<file path="config.mk">
export PLATFORM = sky130hd
export DESIGN_NAME = ssd_scan_driver
export DESIGN_NICKNAME = d
export VERILOG_FILES = /design/src/rtl/ssd_pkg.sv /design/src/rtl/ssd_hex_decoder.sv /design/src/rtl/ssd_scan_driver.sv
export SDC_FILE = /design/constraint.sdc
export NUM_CORES = 1
export LEC_CHECK = 0
export CORE_ASPECT_RATIO = 0.7
export CORE_MARGIN = 4
export CORE_UTILIZATION = 48
export CTS_CLUSTER_SIZE = 14
export DETAILED_ROUTE_END_ITERATION = 12
export PLACE_DENSITY = 0.75
export SYNTH_ARGS = -nofsm -noshare
export SYNTH_HDL_FRONTEND = slang
export SYNTH_HIERARCHICAL = 1
export SYNTH_SLANG_ARGS = --single-unit
</file>
<file path="constraint.sdc">
create_clock -name board_clk -period 2.4 [get_ports board_clk]
set_input_delay 0.24 -clock board_clk [delete_from_list [all_inputs] [get_ports board_clk]]
set_output_delay 0.24 -clock board_clk [all_outputs]
set_load 0.02 [all_outputs]
</file>
<file path="src/rtl/ssd_pkg.sv">
// Shared constants and hex-to-segment mapping for the seven-segment scan driver.
// Segment codes are active-low {a,b,c,d,e,f,g}.
package ssd_pkg;

  localparam int DEF_SCAN_DIV_BITS  = 18;
  localparam int DEF_DEAD_CYCLES    = 16;
  localparam int DEF_BLINK_DIV_BITS = 25;

  localparam logic [6:0] SEG_0   = 7'b0000001;
  localparam logic [6:0] SEG_1   = 7'b1001111;
  localparam logic [6:0] SEG_2   = 7'b0010010;
  localparam logic [6:0] SEG_3   = 7'b0000110;
  localparam logic [6:0] SEG_4   = 7'b1001100;
  localparam logic [6:0] SEG_5   = 7'b0100100;
  localparam logic [6:0] SEG_6   = 7'b0100000;
  localparam logic [6:0] SEG_7   = 7'b0001111;
  localparam logic [6:0] SEG_8   = 7'b0000000;
  localparam logic [6:0] SEG_9   = 7'b0000100;
  localparam logic [6:0] SEG_A   = 7'b0001000;
  localparam logic [6:0] SEG_B   = 7'b1100000;
  localparam logic [6:0] SEG_C   = 7'b0110001;
  localparam logic [6:0] SEG_D   = 7'b1000010;
  localparam logic [6:0] SEG_E   = 7'b0110000;
  localparam logic [6:0] SEG_F   = 7'b0111000;
  localparam logic [6:0] SEG_OFF = 7'b1111111;

  function automatic logic [6:0] hex_to_seg(input logic [3:0] v);
    logic [6:0] s;
    case (v)
      4'h0: s = SEG_0;
      4'h1: s = SEG_1;
      4'h2: s = SEG_2;
      4'h3: s = SEG_3;
      4'h4: s = SEG_4;
      4'h5: s = SEG_5;
      4'h6: s = SEG_6;
      4'h7: s = SEG_7;
      4'h8: s = SEG_8;
      4'h9: s = SEG_9;
      4'hA: s = SEG_A;
      4'hB: s = SEG_B;
      4'hC: s = SEG_C;
      4'hD: s = SEG_D;
      4'hE: s = SEG_E;
      default: s = SEG_F;
    endcase
    return s;
  endfunction

endpackage

</file>
<file path="src/rtl/ssd_hex_decoder.sv">
// Combinational hex digit to active-low seven-segment pattern.
module ssd_hex_decoder
  import ssd_pkg::*;
(
  input  logic [3:0] hex,
  output logic [6:0] seg
);

  assign seg = hex_to_seg(hex);

endmodule

</file>
<file path="src/rtl/ssd_scan_driver.sv">
// N-digit multiplexed seven-segment driver: prescaled scan, frame snapshot, LZ suppression, dead time.
// Optional digit blinking is compiled in with the SSD_BLINK_EN macro.
module ssd_scan_driver
  import ssd_pkg::*;
#(
  parameter int NUM_DIGITS     = 4,
  parameter int SCAN_DIV_BITS  = DEF_SCAN_DIV_BITS,
  parameter int DEAD_CYCLES    = DEF_DEAD_CYCLES,
  parameter int BLINK_DIV_BITS = DEF_BLINK_DIV_BITS,
  parameter int IDX_W          = $clog2(NUM_DIGITS)
) (
  input  logic                    board_clk,
  input  logic                    reset,
  input  logic                    enable,
  input  logic [4*NUM_DIGITS-1:0] digits,
  input  logic [NUM_DIGITS-1:0]   blank,
  input  logic [NUM_DIGITS-1:0]   dp,
  input  logic [NUM_DIGITS-1:0]   blink_mask,
  input  logic                    lz_suppress,
  output logic [NUM_DIGITS-1:0]   an,
  output logic [6:0]              seg,
  output logic                    dp_out,
  output logic                    frame_tick
);

  localparam logic [IDX_W-1:0]         LAST_IDX = IDX_W'(NUM_DIGITS - 1);
  localparam logic [SCAN_DIV_BITS-1:0] DEAD_LIM = SCAN_DIV_BITS'(DEAD_CYCLES);

  logic [SCAN_DIV_BITS-1:0] prescaler;
  logic [IDX_W-1:0]         index;
  logic                     tick;
  logic                     last_digit;

  logic [4*NUM_DIGITS-1:0]  snap_digits;
  logic [NUM_DIGITS-1:0]    snap_blank;
  logic [NUM_DIGITS-1:0]    snap_dp;
  logic                     snap_lz;

  logic [NUM_DIGITS-1:0]    lz_dark;
  logic                     zero_run;
  logic [3:0]               cur_hex;
  logic [6:0]               dec_seg;
  logic                     blink_off;
  logic                     digit_dark;

  assign tick       = enable && (&prescaler);
  assign last_digit = (index == LAST_IDX);

  always_ff @(posedge board_clk or posedge reset) begin
    if (reset) begin
      prescaler <= '0;
      index     <= '0;
    end else if (enable) begin
      prescaler <= prescaler + 1'b1;
      if (tick) index <= last_digit ? '0 : index + 1'b1;
    end
  end

  // Snapshot reloads only at frame wrap so a frame never mixes old and new values.
  always_ff @(posedge board_clk or posedge reset) begin
    if (reset) begin
      snap_digits <= '0;
      snap_blank  <= '1;
      snap_dp     <= '0;
      snap_lz     <= 1'b0;
      frame_tick  <= 1'b0;
    end else begin
      frame_tick <= tick && last_digit;
      if (tick && last_digit) begin
        snap_digits <= digits;
        snap_blank  <= blank;
        snap_dp     <= dp;
        snap_lz     <= lz_suppress;
      end
    end
  end

  // Walk down from the top digit; digit 0 is never suppressed.
  always_comb begin
    lz_dark  = '0;
    zero_run = 1'b1;
    for (int i = NUM_DIGITS - 1; i >= 1; i--) begin
      zero_run   = zero_run & (snap_digits[4*i +: 4] == 4'h0);
      lz_dark[i] = snap_lz & zero_run;
    end
  end

  assign cur_hex = snap_digits[4*int'(index) +: 4];

  ssd_hex_decoder u_dec (
    .hex (cur_hex),
    .seg (dec_seg)
  );

`ifdef SSD_BLINK_EN
  logic [BLINK_DIV_BITS-1:0] blink_cnt;

  always_ff @(posedge board_clk or posedge reset) begin
    if (reset)       blink_cnt <= '0;
    else if (enable) blink_cnt <= blink_cnt + 1'b1;
  end

  // blink_mask is sampled live so blinking can be toggled without waiting a frame.
  assign blink_off = blink_cnt[BLINK_DIV_BITS-1] & blink_mask[index];
`else
  logic unused_blink;
  assign unused_blink = (^blink_mask) ^ (BLINK_DIV_BITS > 0);
  assign blink_off    = 1'b0;
`endif

  assign digit_dark = snap_blank[index] | lz_dark[index] | blink_off;

  always_ff @(posedge board_clk or posedge reset) begin
    if (reset) begin
      an     <= '1;
      seg    <= SEG_OFF;
      dp_out <= 1'b1;
    end else if (!enable) begin
      an     <= '1;
      seg    <= SEG_OFF;
      dp_out <= 1'b1;
    end else begin
      an     <= (prescaler < DEAD_LIM) ? '1 : ~(NUM_DIGITS'(1) << index);
      seg    <= digit_dark ? SEG_OFF : dec_seg;
      dp_out <= ~(snap_dp[index] & ~blink_off);
    end
  end

endmodule

</file>
# ---- Yosys cells after proc, flatten, opt, wreduce, memory -nomap -nowiden
# Memories as Yosys holds them, arrays and structs flattened.
# Cells that the tools add are included.
dict set report classes {
  add_sub_neg 2
  shift 2
  order_cmp 2
  n_bitwise 8
  reduce_logical 7
  n_mux 12
  eq_ne 1
}
# op n
set op_table {}
lappend op_table {{18-bit by 1-bit adder with 18-bit output, second input constant} 1}
lappend op_table {{18-bit by 5-bit < comparator with 1-bit output, second input constant} 1}
lappend op_table {{18-bit AND reduction} 1}
lappend op_table {{16-bit by 5-bit indexed part select with 4-bit output} 1}
lappend op_table {{7-bit 2-to-1 mux} 2}
lappend op_table {{4-bit logical NOT} 3}
lappend op_table {{4-bit 2-to-1 mux} 2}
lappend op_table {{1-bit binary-select mux with 2-bit select} 3}
lappend op_table {{1-bit bitwise AND} 5}
lappend op_table {{1-bit 2-to-1 mux} 4}
lappend op_table {{4-bit inverter} 1}
lappend op_table {{1-bit by 2-bit << shifter with 4-bit output, first input constant} 1}
lappend op_table {{2-bit by 3-bit < comparator with 1-bit output, second input constant} 1}
lappend op_table {{2-bit by 1-bit adder with 2-bit output, second input constant} 1}
lappend op_table {{2-bit equality test, second input constant} 1}
lappend op_table {{1-bit logical AND} 2}
lappend op_table {{2-bit 2-to-1 mux} 1}
lappend op_table {{2-bit AND reduction} 1}
lappend op_table {{1-bit inverter} 1}
lappend op_table {{1-bit OR} 1}
dict set report totals {
  rom_bits 112
  wordCells 45
  reg_bits 58
  out_inout_bits 13
  inputBits 32
  n_memories 1
}
# memory depth word_bits rd rd_ports_with_merged_regs write_ports line
set memory_table {}
lappend memory_table {{(name not given)} 16 7 1 0 0 ssd_pkg.sv:29} ;# case (v)

# ---- Longest topological paths before layout
# Gate-level depths: netlist of run 1.
dict set report logic_depth {
  word_depth 9
  depth_mapped 8
  mapped_depth_nobuf 7
}

# ---- By module
# The synthesis of run 1 kept the hierarchy.
# module instances seq_area_each_um2 area_each_um2 cells_each
set by_module_without_submodules {}
lappend by_module_without_submodules {ssd_scan_driver 1 1471.4 2616.3 182}
lappend by_module_without_submodules {ssd_hex_decoder 1 0.0 274.0 32}

# ---- Worst setup path after synthesis of run 1
# OpenSTA, ideal clock, no wires.
dict set report synth_timing {
  path_type {reg-to-reg}
  startpoint {register index[0]}
  endpoint {register seg[3]}
  slack_ps -129
  setup_ps 84
  period_less_slack_ps 2529
  path_stages_with_launch 8
  arrival_time_ps 2445
  required_time_ps 2316
  n_path_buf 1
  cell_sequence {dfrtp_1 -> buf_1 -> mux4_2 -> inv_1 -> ha_1 -> inv_1 -> mux4_2 -> or2_2}
}
dict set report synth_between {
  elab_cells_between_ends 9
}
# element line
set synth_lines {}
lappend synth_lines {{start: declaration} ssd_scan_driver.sv:30} ;# logic [IDX_W-1:0] index;
lappend synth_lines {{start signal: assignment} ssd_scan_driver.sv:55} ;# if (tick) index <= last_digit ? '0 : index + 1'b1;
lappend synth_lines {{16-bit by 5-bit indexed part select with 4-bit output} ssd_scan_driver.sv:88} ;# assign cur_hex = snap_digits[4*int'(index) +: 4];
lappend synth_lines {{named net cur_hex[0]} ssd_scan_driver.sv:41} ;# logic [3:0] cur_hex;
lappend synth_lines {{memory 16 x 7 bit} n/a}
lappend synth_lines {{named net dec_seg[3]} ssd_scan_driver.sv:42} ;# logic [6:0] dec_seg;
lappend synth_lines {{7-bit 2-to-1 mux} ssd_scan_driver.sv:124} ;# seg <= digit_dark ? SEG_OFF : dec_seg;
lappend synth_lines {{7-bit 2-to-1 mux} ssd_scan_driver.sv:118} ;# end else if (!enable) begin
lappend synth_lines {{end signal: assignment} ssd_scan_driver.sv:124}
lappend synth_lines {{end: declaration} ssd_scan_driver.sv:21} ;# output logic [6:0] seg,
# The timed path passes the listed nets, and every way through them passes these cells. The select of a mux whose other input is x is not followed.
# A chain may end at the register's enable or synchronous reset.

# ---- Final worst setup path of run 1
# Ends and elaborated chain as after synthesis.

==> reports/qor.csv, run 1 <==
stage,metric,value,unit
status,status,"complete, no violations",
power_and_ir_drop,power.leakage,0.00165,uW
worst_setup_path,endpoint_kind,register,
die,start_util,0.500,
timing,setup_viol,0,
grt,grt_usage,0.168,
die,rows,23,
final_layout,drive_gt1_frac,0.323,
yosys,netlist-cell-type-count,38,
cts,cts_tree,done,
yosys,synthArstFlopShare,1.00,
yosys,ys.flop_type,dfrtp_1,
route,drc,0,
timing,fin_skew,0.00641,ns
final_layout,diodes,0,
worst_setup_path,startpoint_type,register,
cts,clkTransAtPathRegs,0.07,ns
yosys,synth.avg_cell_area,13.5,um^2
hold_path,hold_class,input port to asynchronous set/reset pin,
route,drt-vias-per-instance,5.28,
cts,clock_path_buffers,2,
route,wl,5.33,mm
worst_setup_path,critPathKind,register to register,
timing,hold_viol,0,
cts,cts_max_level,3,
final_layout,area_delta_synth_final,23.6,%
timing,max_freq,440,MHz
route,first_iter_violations,95,
timing,post-route-period-util,0.948,
grt,grt_pass1_vias,1833,
die,die_area,0.00735,mm^2
placement,place_hpwl,3.87,mm
grt,antenna_found_initial,0,
power_and_ir_drop,max-vdd-ir-drop,461,uV
cts,insertion_delay,0.34,ns
cts,numCtsBuffers,9,
power_and_ir_drop,internal-power,1650,uW
final_layout,fin_nets,308,
cts,post-cts-setup-buffers,0,
worst_setup_path,r2r-end,seg[3]$_DFF_PP1_,
timing,max_slew.worst_pin.slew,0.715,ns
timing,tns,0,ns
worst_setup_path,cp.arrival,2.54,ns
placement,place.gp.congestion,0.838,
timing,post-route-min-period,2.28,ns
worst_setup_path,cp_max_fo,7,
worst_setup_path,rrSetupSlack,0.12,ns
die,die_w,101,um
grt,gr-total-overflow,0,
timing,slew_headroom,0.519,
power_and_ir_drop,p_per_area,620,mW/mm^2
final_layout,fin_cells,344,
yosys,ys_seq_area_frac,0.509,
route,drt-pass1-iter-count,4,
grt,grt_first_pass_wirelength,9.33,mm
yosys,synth_area,0.00289,mm^2
route,vias,1816,
worst_setup_path,timing.rr.start,index[0]$_DFFE_PP0P_,
timing,grt_setup_unrepaired,false,
yosys,synth_edf_count,0,
worst_setup_path,r2r_cells,6,
cts,cts_sinks,58,
cts,root_buffer,clkbuf_8,
placement,dp.cells,328,
grt,grt_max_degree,32,
timing,finalMaxSlewViolations,0,
worst_setup_path,required,2.66,ns
yosys,ys_seq_elements,58,
yosys,syn-num-nets,258,
yosys,yosysWarnings,6,
power_and_ir_drop,seqPwrFrac,0.514,
die,io_pins,45,
yosys,postSynthCellCount,214,
power_and_ir_drop,switching_share,0.255,
route,wire_per_inst,15.5,um
power_and_ir_drop,pwr-share-comb,0.111,
die,core,0.00578,mm^2
die,dieHeight,72.9,um
run,cap_violations,0,
route,postRouteAntennaNets,0,
power_and_ir_drop,power,2210,uW
power_and_ir_drop,power.share.clock,0.375,
placement,portBuffers,40,
power_and_ir_drop,p_switching,564,uW
registers in the layout (all words and copies together), names as in the netlist:
name         count
prescaler       18
snap_lz          1
snap_dp          4
dp_out           1
snap_blank       4
frame_tick       1
seg              7
index            2
an               4
snap_digits     16
placed cells by master (no fill, tap or decap), types with 2 or more instances in the layout:
cell type / count
dfrtp_1: 41
clkdlybuf4s50_1: 40
mux2_4: 20
dfstp_2: 16
nand2_1: 13
nor2_1: 12
xnor2_1: 12
ha_1: 12
clkbuf_8: 12
mux2_2: 9
inv_1: 8
nor4_1: 7
mux4_2: 7
or2_2: 7
nand3_1: 6
xor2_1: 5
buf_4: 5
mux2i_1: 4
and3_1: 3
nand4_1: 3
a21oi_1: 3
nor3_1: 2
clkbuf_1: 2
clkinv_2: 2
a22o_1: 2
stage by stage:
stage,hold slack (ns),util,area (um^2),setup slack (ns)
2_1_floorplan,0.388,-,2890,0.0644
3_3_place_gp,0.477,0.586,3390,0.0871
3_5_place_dp,0.492,0.586,3390,0.0387
4_1_cts,0.327,0.617,3570,0.0291
5_1_grt,0.397,0.618,3570,0.0196
6_report,0.319,0.618,3570,0.125
cell usage after synthesis (2+ instances only):
cell	count	area share
nand2_1	13	0.017
nor4_1	7	0.015
mux2_4	20	0.10
mux4_2	7	0.055
xor2_1	5	0.015
or2_2	7	0.015
nand3_1	6	0.010
a21oi_1	3	0.0052
dfrtp_1	42	0.36
buf_6	3	0.012
nor3_1	2	0.0035
nor2_1	12	0.016
nand4_1	3	0.0065
ha_1	12	0.052
inv_1	9	0.012
a22o_1	2	0.0061
mux2i_1	4	0.014
xnor2_1	12	0.036
dfstp_2	16	0.15
mux2_2	9	0.035
and3_1	3	0.0065
per-layer routing:
| metal | track usage | up-vias | share of wire |
|---|---|---|---|
| met5 | 0 | - | 0 |
| li1 | - | 851 | - |
| met2 | 0.220 | 51 | 0.42 |
| met3 | 0.0735 | 9 | 0.071 |
| met1 | 0.245 | 905 | 0.49 |
| met4 | 0.0613 | 0 | 0.014 |
how the worst max path moves through the flow:
stage | startpoint | end | slack, ns | cells after the start
floorplan | index[0]$_DFFE_PP0P_ | seg[3]$_DFF_PP1_ | 0.06 | 7
global placement | index[0]$_DFFE_PP0P_ | seg[3]$_DFF_PP1_ | 0.09 | 6
detailed placement | index[0]$_DFFE_PP0P_ | seg[3]$_DFF_PP1_ | 0.04 | 6
CTS | index[0]$_DFFE_PP0P_ | seg[3]$_DFF_PP1_ | 0.03 | 6
global route | index[0]$_DFFE_PP0P_ | seg[3]$_DFF_PP1_ | 0.02 | 6
finish | index[0]$_DFFE_PP0P_ | seg[3]$_DFF_PP1_ | 0.12 | 6
what timing repair did:
item	CTS	global route
hold buffers	0	0
setup endpoints to repair	0	3
gates resized for setup	0	1
worst max-delay path, stage by stage, from the launching register on:
cell and delay [ns]:
dfrtp_2 0.47, mux4_2 0.63, inv_1 0.17, ha_1 0.15, inv_1 0.04, mux4_2 0.44, or2_2 0.30
final cells by class:
cell class / count / area [um^2]
Fill cell: 461 / 2210
Clock inverter: 2 / 10.0
Tap cell: 75 / 93.8
Sequential cell: 58 / 1470
Timing Repair Buffer: 46 / 458
Multi-Input combinational cell: 140 / 1330
Inverter: 9 / 33.8
Clock buffer: 14 / 173
power by group through the flow:
stage	registers, uW	clock network (uW)	logic, uW
4_1_cts	1140	858	250
3_5_place_dp	1150	0	248
6_report	1140	830	245
2_1_floorplan	1150	0	131
3_3_place_gp	1150	0	241
5_1_grt	1150	903	272
kinds of logic after synthesis:
logic type                 Yosys count  synth area share
buffers and inverters               16            0.0303
adders and majority gates           12            0.0519
DFF                                 58             0.509
AOI/OAI and AO/OA                   10            0.0238
xor gates and xnor gates            17            0.0515
and+or+nand+nor                     61             0.126
muxes                               40             0.207
Note: power is estimated with default switching activity, not from simulation.
==> run 2: changes to the inputs <==
- RECOVER_POWER: not set -> 25
==> run 2 against run 1 <==
Non-clock buffer count unchanged. Wire length increased by 0.13%. Final area is 0.11% lower. Cell count unchanged. Clock-buffer cell count unchanged. Power hardly changed. Flip-flop and latch count stayed put. First-iteration DRC count increased by 11%. Hold slack improved by 0.18 ns. Setup slack is the same. Via count stayed put. Largest power group unchanged.
==> reports/qor.csv, run 2 (synthesized netlist as in run 1, its figures left out) <==
stage,metric,value,unit,change
final_layout,fin_nets,308,,unchanged
final_layout,fin_util,0.617,,-0.000649
grt,grt_first_pass_wirelength,9.33,mm,unchanged
hold_path,min_path_cells,1,,
die,core,0.00578,mm^2,unchanged
cts,clkTransAtPathRegs,0.06,ns,about the same
cts,numCtsBuffers,9,,unchanged
power_and_ir_drop,p_per_area,620,mW/mm^2,about the same
timing,tns,0,ns,unchanged
final_layout,fin_cells,344,,unchanged
worst_setup_path,startpoint_type,register,,
route,drt-pass1-iter-count,4,,unchanged
die,die_w,101,um,unchanged
timing,grt_setup_unrepaired,false,,
final_layout,regMostFlops,prescaler,,
worst_setup_path,required,2.66,ns,about the same
cts,insertion_delay,0.34,ns,about the same
power_and_ir_drop,power.leakage,0.00165,uW,-0.12%
placement,place.gp.congestion,0.838,,unchanged
die,rows,23,,unchanged
timing,setup_viol,0,,unchanged
power_and_ir_drop,power.share.clock,0.375,,about the same
worst_setup_path,path_cells,"mux4_2, inv_1, ha_1, inv_1, mux4_2, or2_2",,
placement,place_hpwl,3.87,mm,unchanged
route,wire_per_inst,15.5,um,+0.13%
power_and_ir_drop,seqPwrFrac,0.515,,about the same
grt,grt_max_degree,32,,unchanged
worst_setup_path,cp.arrival,2.54,ns,about the same
timing,max_slew.worst_pin.slew,1.18,ns,+0.467 ns
route,vias,1816,,unchanged
cts,cts_max_level,3,,unchanged
grt,grt_pass1_vias,1833,,unchanged
final_layout,final_area,0.00357,mm^2,-0.11%
cts,cts_sinks,58,,unchanged
final_layout,seqCellArea,0.00147,mm^2,unchanged
cts,cts_tree,done,,
route,postRouteAntennaNets,0,,unchanged
cts,post-cts-setup-buffers,0,,unchanged
final_layout,drive_gt1_frac,0.316,,-0.00743
worst_setup_path,crit_start,index[0]$_DFFE_PP0P_,,
power_and_ir_drop,internal-power,1650,uW,about the same
final_layout,largest_reg_flops,18,,unchanged
power_and_ir_drop,pwr-share-comb,0.110,,about the same
route,drt-vias-per-instance,5.28,,unchanged
placement,dpl_cell_area,0.00339,mm^2,unchanged
final_layout,top_regs,"prescaler x18, snap_digits x16, seg x7",,
timing,fin_skew,0.00641,ns,-0.0000000600 ns
hold_path,min_from,prescaler[17]$_DFFE_PP0P_,,
timing,post-route-min-period,2.28,ns,unchanged
power_and_ir_drop,max-vdd-ir-drop,455,uV,-1.3%
power_and_ir_drop,power,2210,uW,about the same
placement,portBuffers,40,,unchanged
die,dieHeight,72.9,um,unchanged
cts,root_buffer,clkbuf_8,,
final_layout,area_delta_synth_final,23.5,%,
route,drc,0,,unchanged
worst_setup_path,slowest_stage,mux4_2,,
timing,slew_headroom,0.211,,-0.308
run,cap_violations,0,,unchanged
grt,gr-total-overflow,0,,unchanged
timing,post-route-period-util,0.948,,unchanged
final_layout,mostFrequentLayoutCells,"dfrtp_1, clkdlybuf4s50_1, mux2_4, dfstp_2, nand2_1",,
power_and_ir_drop,p_switching,564,uW,about the same
final_layout,n_fill_cell,462,,+0.22%
final_layout,multi_input_area,0.00133,mm^2,unchanged
placement,dp.cells,328,,unchanged
route,wl,5.33,mm,+0.13%
status,status,"complete, no violations",,
final_layout,final_common_cell,dfrtp_1,,
worst_setup_path,timing.rr.start,index[0]$_DFFE_PP0P_,,
worst_setup_path,rrSetupSlack,0.12,ns,about the same
timing,hold_viol,0,,unchanged
grt,grt_usage,0.168,,unchanged
die,io_pins,45,,unchanged
worst_setup_path,cp_max_fo,7,,unchanged
final_layout,diodes,0,,unchanged
power_and_ir_drop,switching_share,0.255,,about the same
die,start_util,0.500,,unchanged
worst_setup_path,cp-endpoint,seg[3]$_DFF_PP1_,,
worst_setup_path,slowest_delay,0.63,ns,about the same
worst_setup_path,endpoint_kind,register,,
timing,max_freq,440,MHz,unchanged
grt,antenna_found_initial,0,,unchanged
worst_setup_path,r2r-end,seg[3]$_DFF_PP1_,,
worst_setup_path,r2r_cells,6,,unchanged
hold_path,hold_class,register to register,,
cts,clock_path_buffers,2,,unchanged
timing,finalMaxSlewViolations,0,,unchanged
worst_setup_path,critPathKind,register to register,,
die,die_area,0.00735,mm^2,unchanged
route,first_iter_violations,105,,+11%
run 2: changes by cell type in the layout (fill, tap and decap cells not counted), sizes merged:
cell | before | now
buf | 6 | 5
clkdlybuf4s50 | 40 | 38
clkbuf | 14 | 15
dlygate4sd3 | 0 | 2
run 2: worst min-delay path by stage:
stage	end	slack (ns)
floorplan	snap_blank[0]$_DFFE_PP1P_	0.39
global placement	prescaler[17]$_DFFE_PP0P_	0.48
detailed placement	prescaler[17]$_DFFE_PP0P_	0.49
CTS	snap_digits[5]$_DFFE_PP0P_	0.33
global route	snap_blank[3]$_DFFE_PP1P_	0.49
finish	prescaler[17]$_DFFE_PP0P_	0.50
run 2: per-stage QoR:
step	hold slack (ns)	setup WS (ns)
floorplan	0.388	0.0644
finish	0.501	0.125
global route	0.494	0.0196
CTS	0.327	0.0291
global placement	0.477	0.0871
detailed placement	0.492	0.0387
run 2: final cells by class:
cell class	count	area share
Multi-Input combinational cell	140	0.373
Timing Repair Buffer	46	0.127
Inverter	9	0.00947
Clock inverter	2	0.00281
Clock buffer	14	0.0484
Sequential cell	58	0.413
Tap cell	75	0.0263
run 2: critical path: cells and delay by family (launching register included):
kind                       cells  cell delay [ns]
adders and majority gates      1             0.15
buffers and inverters          2             0.21
DFF                            1             0.47
muxes                          2             1.07
and+or+nand+nor                1             0.30
run 2: power by group through the flow:
stage / clock (uW) / sequential, uW / combinational (uW)
2_1_floorplan: 0 / 1150 / 131
3_3_place_gp: 0 / 1150 / 241
3_5_place_dp: 0 / 1150 / 248
4_1_cts: 858 / 1140 / 250
5_1_grt: 903 / 1150 / 270
6_report: 830 / 1140 / 244
run 2: what timing repair did:
item,CTS,global route
resized for setup,0,1
endpoints found under the setup margin,0,3
hold buffers,0,0
run 2: metal layers:
metal,GRT usage,wire (um),vias up
li1,-,-,853
met1,0.245,2600,900
met2,0.220,2260,52
met3,0.0735,381,11
met4,0.0613,84,0
met5,0,0,-
